### src/rtl/zigbee_cordic_iter_ctrl.sv
// zigbee_cordic_iter_ctrl: iterative vectoring CORDIC, (I,Q) -> magnitude and phase
// Ports: clk, rst (async, active high); in_valid/in_ready/in_i/in_q sample input;
//        out_valid/out_ready/out_mag/out_phase result output; busy while rotating or holding a result.
module zigbee_cordic_iter_ctrl #(
    parameter int XY_SIZE  = 12,
    parameter int W_SIZE   = 16,
    parameter int NUM_ITER = 12
) (
    input  logic                 clk,
    input  logic                 rst,
    input  logic                 in_valid,
    output logic                 in_ready,
    input  logic [XY_SIZE-1:0]   in_i,
    input  logic [XY_SIZE-1:0]   in_q,
    output logic                 out_valid,
    input  logic                 out_ready,
    output logic [XY_SIZE+1:0]   out_mag,
    output logic [W_SIZE-1:0]    out_phase,
    output logic                 busy
);
    localparam int XW = XY_SIZE + 2;
    localparam int CW = $clog2(W_SIZE);
    localparam int TN = 1 << CW;
    localparam logic signed [W_SIZE-1:0] QTR = W_SIZE'(1 << (W_SIZE - 2));

    typedef enum logic [1:0] {IDLE, ROT, DONE} state_t;

    state_t                  state;
    logic [CW-1:0]           cnt;
    logic signed [XW-1:0]    x, y, si, sq, xs, ys;
    logic signed [W_SIZE-1:0] w;
    logic [W_SIZE-1:0]       atan_tab [TN];
    logic                    pos;

    // arctangent table rounded at elaboration; entries past NUM_ITER are never selected
    for (genvar g = 0; g < TN; g++) begin : g_atan
        localparam real A = $atan(2.0 ** (-g)) * (2.0 ** (W_SIZE - 1)) / 3.14159265358979;
        assign atan_tab[g] = W_SIZE'($rtoi(A + 0.5));
    end

    assign si  = {{2{in_i[XY_SIZE-1]}}, in_i};
    assign sq  = {{2{in_q[XY_SIZE-1]}}, in_q};
    assign xs  = x >>> cnt;
    assign ys  = y >>> cnt;
    assign pos = ~y[XW-1];
    assign out_mag   = x;
    assign out_phase = w;

    always_ff @(posedge clk or posedge rst) begin
        if (rst) begin
            state     <= IDLE;
            cnt       <= '0;
            x         <= '0;
            y         <= '0;
            w         <= '0;
            in_ready  <= 1'b1;
            out_valid <= 1'b0;
            busy      <= 1'b0;
        end else begin
            case (state)
                IDLE: if (in_valid) begin
                    // fold left half-plane into the right half-plane by a +/-90 degree turn
                    x        <= ~si[XW-1] ? si : (~sq[XW-1] ? sq : -sq);
                    y        <= ~si[XW-1] ? sq : (~sq[XW-1] ? -si : si);
                    w        <= ~si[XW-1] ? '0 : (~sq[XW-1] ? QTR : -QTR);
                    cnt      <= '0;
                    state    <= ROT;
                    in_ready <= 1'b0;
                    busy     <= 1'b1;
                end
                ROT: begin
                    x   <= pos ? x + ys : x - ys;
                    y   <= pos ? y - xs : y + xs;
                    w   <= pos ? w + atan_tab[cnt] : w - atan_tab[cnt];
                    cnt <= cnt + 1'b1;
                    if (cnt == CW'(NUM_ITER - 1)) begin
                        state     <= DONE;
                        out_valid <= 1'b1;
                    end
                end
                DONE: if (out_ready) begin
                    state     <= IDLE;
                    out_valid <= 1'b0;
                    busy      <= 1'b0;
                    in_ready  <= 1'b1;
                end
                default: state <= IDLE;
            endcase
        end
    end
endmodule

### config.mk
export PLATFORM = sky130hd
export DESIGN_NAME = zigbee_cordic_iter_ctrl
export DESIGN_NICKNAME = d
export VERILOG_FILES = /design/src/rtl/zigbee_cordic_iter_ctrl.sv
export SDC_FILE = /design/constraint.sdc
export NUM_CORES = 1
export LEC_CHECK = 0
export BUFFER_PORTS_ARGS = -buffer_cell sky130_fd_sc_hd__clkbuf_2
export CAP_MARGIN = 20
export CORE_AREA = 2 2 130 120
export DETAILED_ROUTE_END_ITERATION = 8
export DIE_AREA = 0 0 132 122
export PLACE_DENSITY = 0.68
export SYNTH_ARGS = -nofsm -noshare
export SYNTH_HDL_FRONTEND = slang
export SYNTH_SLANG_ARGS = --single-unit
### constraint.sdc
create_clock -name clk -period 10.45 [get_ports clk]
set_input_delay 0.5225 -clock clk [delete_from_list [all_inputs] [get_ports clk]]
set_output_delay 0.5225 -clock clk [all_outputs]
set_load 0.02 [all_outputs]
==> results of run 1 <==
[routing by layer]
| layer | track usage (%) | up-vias |
|---|---|---|
| met3 | 2.497 | 22 |
| met2 | 37.70 | 248 |
| met4 | 7.880 | 0 |
| li1 | - | 3439 |
| met5 | 0 | - |
| met1 | 40.08 | 3286 |
[path summary, 6_finish.rpt]
check | start | to | slack (ns) | cells past startpoint
max reg2reg | cnt[0]$_DFFE_PP0P_ | out_phase[15]$_DFFE_PP0P_ | 4.81 | 19
min in group clk | out_ready | state[1]$_DFFE_PP0P_ | 0.42 | 2
min reg2reg | in_ready$_DFFE_PP1P_ | in_ready$_DFFE_PP1P_ | 0.51 | 2
min | rst | out_phase[13]$_DFFE_PP0P_ | 0.38 | 3
max in group asynchronous | rst | cnt[0]$_DFFE_PP0P_ | 9.58 | 3
max | cnt[0]$_DFFE_PP0P_ | out_phase[15]$_DFFE_PP0P_ | 4.81 | 19
[registers in the layout, indices dropped and copies added (netlist names)]
name	flops
out_phase	16
out_mag	14
y	14
cnt	4
state	2
busy	1
in_ready	1
out_valid	1
[metrics by stage]
stage,cell area (sq um),util (%),cells
after floorplan,7241,-,930
after global routing,7782,52.22,1152
final,7782,52.22,1152
after global placement,7629,51.19,1144
after detailed placement,7629,51.19,1144
after CTS,7782,52.22,1152
[critical path, cell delays in order, from the launching register on]
cell and delay (ns):
dfrtp_2 1.00, clkinv_1 0.57, ha_1 0.40, mux2_2 0.27, o211ai_1 0.28, nand3_1 0.16
or3_1 0.39, nor2_1 0.12, nor2_1 0.06, xnor2_1 0.15, ha_1 0.33, a211o_1 0.33
nor3_1 0.18, o211ai_1 0.16, a31oi_1 0.32, o21ai_0 0.15, a21oi_1 0.18, xor2_1 0.21
o32a_1 0.17, o21ai_0 0.07
[area by class of cell]
| cell class | count | area, sq um |
|---|---|---|
| Fill cell | 1458 | 7121 |
| Multi-Input combinational cell | 787 | 5555 |
| Sequential cell | 53 | 1329 |
| Timing Repair Buffer | 69 | 367.9 |
| Tap cell | 202 | 252.7 |
| Clock buffer | 5 | 125.1 |
| Inverter | 33 | 123.9 |
| Clock inverter | 3 | 28.78 |
[logic make-up after synthesis]
logic type      Yosys count  share of synthesized area (%)
mux                      59                          12.61
simple gates            305                          19.68
compound gates          296                          25.49
flops                    53                          18.33
buf+inv                  90                          5.201
xor+xnor                 71                          8.692
fa+ha+maj                56                          9.988
[cells in the final DEF, fill, tap and decap left out, types with 4 or more instances in the layout]
cell       count
ha_1          53
nand2b_1       8
a31oi_1        9
nor2b_1       16
xnor2_1       39
mux2_2        13
o21a_1         9
nand3_1       15
inv_1         30
o211ai_1       8
o22ai_1        8
or2_2          5
o31ai_1        9
and3_1         7
nor3_1        29
xor2_1        31
nor2_1        92
or3_1         14
a21oi_1       82
o21ai_1        4
a21o_1        13
nand2_1       96
clkbuf_2      60
o21ai_0       81
dfrtp_1       51
mux4_1         5
mux2i_1       23
and2_1         5
nor3b_1        4
a311oi_1       4
mux4_2        18
buf_4          9
a21boi_0       5
clkbuf_16      5
a22oi_1        9
a211oi_1      20
==> flow_metrics.tcl, run 1 <==
set metrics [dict create \
    postSynthCellCount 930 \
    synth_edf_count 0 \
    fmax_mhz 177.4 \
    skew_ns 0.01709 \
    numCtsBuffers 5 \
    end_kind "register" \
    h-tree-depth 2 \
    synth_area_sq_um 7241 \
    post_cts_resized 0 \
    num_vias 6995 \
    die_w_microns 132 \
    status "finished, final reports clean" \
    antenna_found_initial 0 \
    drt-pass1-iter-count 5 \
    cts_root_buf "clkbuf_16" \
    antenna_left 0 \
    layout_setup_ws_ns 4.812 \
    worst_setup_path_start_kind "register" \
    slew-limit-headroom_pct 36.56 \
    drive_above_1_share_pct 13.47 \
    ys_seq_area_share_pct 18.33 \
    wl_met1_mm 10.37 \
    grt_usage_pct 25.88 \
    tightest_slew_ns 0.9516 \
    yosysMostFrequentCell "nand2_1" \
    n_antenna_cell 0 \
    area_growth_pct 7.482 \
    synth-async-reset-ratio_pct 100.0 \
    drt_wl_total_mm 20.96 \
    cts_tree "yes" \
    viasPerCell 6.072 \
    die_area_sq_um 16100 \
    wl_per_cell_microns 18.19 \
    period_share_pct 53.95 \
    pre_cts_ws_ns 4.863 \
    num-nets-final 1033 \
    layout_min_cycle_time_ns 5.638 \
    placementRows 43 \
    postSynthAreaPerCell_sq_um 7.786 \
    drc 0 \
    clock_sinks 53 \
    drv_cap 0 \
    pin_count 61 \
    netlist_top_cells_area "dfrtp_1, ha_1, a21oi_1" \
    postCtsHoldBufs 0 \
    final_hold_viol_count 0 \
    cp.arrival_ns 5.85 \
    grt_pass1_vias 6068 \
    grt_max_degree 67 \
    post_cts_buffers 0 \
    rsz0062_at_grt "no" \
    min_path_type "in2async" \
    slew_violations 0 \
    yosysWarnings 0 \
    hold_ws_ns 0.3758 \
    core_area_sq_um 14900 \
    synth_nets 1014 \
    clk_latency_ns 0.32 \
    clk_pin_slew_ns 0.09 \
    wl_met3_mm 1.337 \
    grt-ovfl-total 0 \
    grt_pass1_wl_mm 33.25 \
    criticalPathCategory "reg2reg" \
    ys_ff_latch 53 \
    ys_top_cells_by_count "nand2_1, nor2_1, a21oi_1, o21ai_0, ha_1" \
    netlist-cell-type-count 75 \
    drtIter0Drc 773 \
    synth_top_cell_by_area "dfrtp_1" \
    synthFlopType "dfrtp_1" \
    critical_path.max_fanout 45 \
    initial_core_util_pct 48.59 \
    fin_tns_setup_ns 0 \
    place_hpwl_mm 15.32 \
    worst_ep_required_time_ns 10.66 \
    globalplace.congestion 0.9222 \
    io_buffer_count 60 \
    clockBufferDepth 2 \
    setup_viol 0 \
    highest_layer "met4" \
    wl_met2_mm 8.892 \
    synth_top_area_share_pct 17.97 \
    die_h_microns 122 \
]
Power of run 1 is not shown: default switching activity piles up to over one toggle a cycle in this logic, so the estimate is an artifact.
==> run 2: changes to the inputs <==
Clock period 10.45 ns to 5.36 ns, I/O delays scaled along.
==> run 2 against run 1 <==
Net effect:
- via count up 1.0%
- worst setup slack worse by 4.2 ns
- routed wire length up 1.7%
- sequential share of layout area down 0.17 points
- critical path depth down 2
- non-clock buffer count up 7
- flip-flop and latch count unchanged
- first-iteration DRC count down 4.8%
- clock skew down 0.0060 ns
- clock-buffer cell count unchanged
- critical path type unchanged
==> flow_metrics.tcl, run 2 (synthesis results as in run 1) <==
set metrics [dict create \
    die_h_microns 122 \
    grt_usage_pct 26.32 \
    drc 0 \
    critical_path.max_fanout 29 \
    startpoint "cnt[1]$_DFFE_PP0P_" \
    antenna_left 0 \
    clk_latency_ns 0.31 \
    highest_layer "met4" \
    io_buffer_count 60 \
    drt-pass1-iter-count 7 \
    worst_ep_required_time_ns 5.54 \
    criticalPathCategory "reg2reg" \
    num_vias 7065 \
    wl_per_cell_microns 18.39 \
    grt_pass1_vias 6160 \
    period_share_pct 87.91 \
    drv_cap 0 \
    tightest_slew_ns 0.7939 \
    slew-limit-headroom_pct 47.07 \
    h-tree-depth 2 \
    drtIter0Drc 736 \
    core_area_sq_um 14900 \
    wl_met2_mm 9.153 \
    n_antenna_cell 0 \
    status "finished, final reports clean" \
    grt_pass1_wl_mm 33.82 \
    viasPerCell 6.096 \
    stdcell_area_sq_um 7860 \
    mostFrequentLayoutCell "nand2_1" \
    cts_tree "yes" \
    numCtsBuffers 5 \
    fin_tns_setup_ns 0 \
    post_cts_resized 0 \
    antenna_found_initial 0 \
    r2r_setup_slack_ns 0.65 \
    worst_setup_path_start_kind "register" \
    area_growth_pct 8.554 \
    postCtsHoldBufs 0 \
    skew_ns 0.01105 \
    layout_min_cycle_time_ns 4.712 \
    grt-ovfl-total 0 \
    rr_endpoint "y[13]$_DFFE_PP0P_" \
    wl_met1_mm 10.27 \
    wl_met3_mm 1.576 \
    rr_worst_depth 17 \
    clockBufferDepth 2 \
    die_w_microns 132 \
    num-nets-final 1040 \
    clk_pin_slew_ns 0.08 \
    clock_sinks 53 \
    grt_max_degree 67 \
    globalplace.congestion 0.9366 \
    drt_wl_total_mm 21.32 \
    slew_violations 0 \
    min_path_type "in2async" \
    drive_above_1_share_pct 14.11 \
    critPathCapture "y[13]$_DFFE_PP0P_" \
    final_hold_viol_count 0 \
    post_cts_buffers 0 \
    cp.arrival_ns 4.89 \
    mostFrequentLayoutCells "nand2_1, nor2_1, a21oi_1, o21ai_0, clkbuf_2" \
    place_hpwl_mm 15.81 \
    pin_count 61 \
    place_area_sq_um 7706 \
    initial_core_util_pct 48.59 \
    rsz0062_at_grt "no" \
    end_kind "register" \
    fmax_mhz 212.2 \
    placementRows 43 \
    die_area_sq_um 16100 \
    r2r_start "cnt[1]$_DFFE_PP0P_" \
    setup_viol 0 \
    largest_reg_flops 16 \
    cts_root_buf "clkbuf_16" \
]
==> run 2: per-layer routing <==
layer  vias to the layer above  track usage [%]
met2                       289            38.74
met4                         0            6.386
met5                         -                0
li1                       3459                -
met3                        19            3.412
met1                      3298            40.53
==> run 2: worst min path at each step <==
stage	slack, ns	endpoint	startpoint	cells after the start
floorplan	0.35	state[1]$_DFFE_PP0P_	out_ready	1
finish	0.13	out_phase[13]$_DFFE_PP0P_	rst	3
CTS	0.15	out_phase[13]$_DFFE_PP0P_	rst	3
detailed placement	0.50	out_phase[13]$_DFFE_PP0P_	rst	3
global placement	0.49	out_phase[13]$_DFFE_PP0P_	rst	3
global route	0.21	out_phase[12]$_DFFE_PP0P_	rst	3
==> run 2: per-stage QoR <==
step | hold slack [ns] | worst slack (ns) | cells | util, %
finish | 0.1303 | 0.6481 | 1159 | 52.74
global placement | 0.4869 | 0.7474 | 1151 | 51.71
global route | 0.2060 | 0.2219 | 1159 | 52.74
floorplan | 0.3543 | 0.7293 | 930 | -
detailed placement | 0.4970 | 0.7112 | 1151 | 51.71
CTS | 0.1514 | 0.6712 | 1159 | 52.74
==> run 2: worst max-delay path, stage by stage (launching register included) <==
cell and delay [ns]:
dfrtp_1 0.40, buf_4 0.35, buf_4 0.32, mux4_2 0.35, a222oi_1 0.36, mux2i_1 0.23
nor3b_2 0.29, and2_1 0.19, nor2_1 0.06, xor2_1 0.22, ha_1 0.32, a21oi_1 0.13
a21bo_2 0.24, a41o_1 0.26, o41ai_1 0.41, o21ai_0 0.21, xnor2_1 0.17, a21oi_1 0.08
==> run 2: layout make-up <==
cell class | count | area, sq um
clock buffer | 5 | 125.1
clock inverter | 3 | 28.78
fill | 1427 | 7043
inverter | 33 | 123.9
multi-input combinational | 787 | 5555
sequential | 53 | 1329
tap | 202 | 252.7
timing repair buffer | 76 | 445.4
Power of run 2 is left out for the same reason.
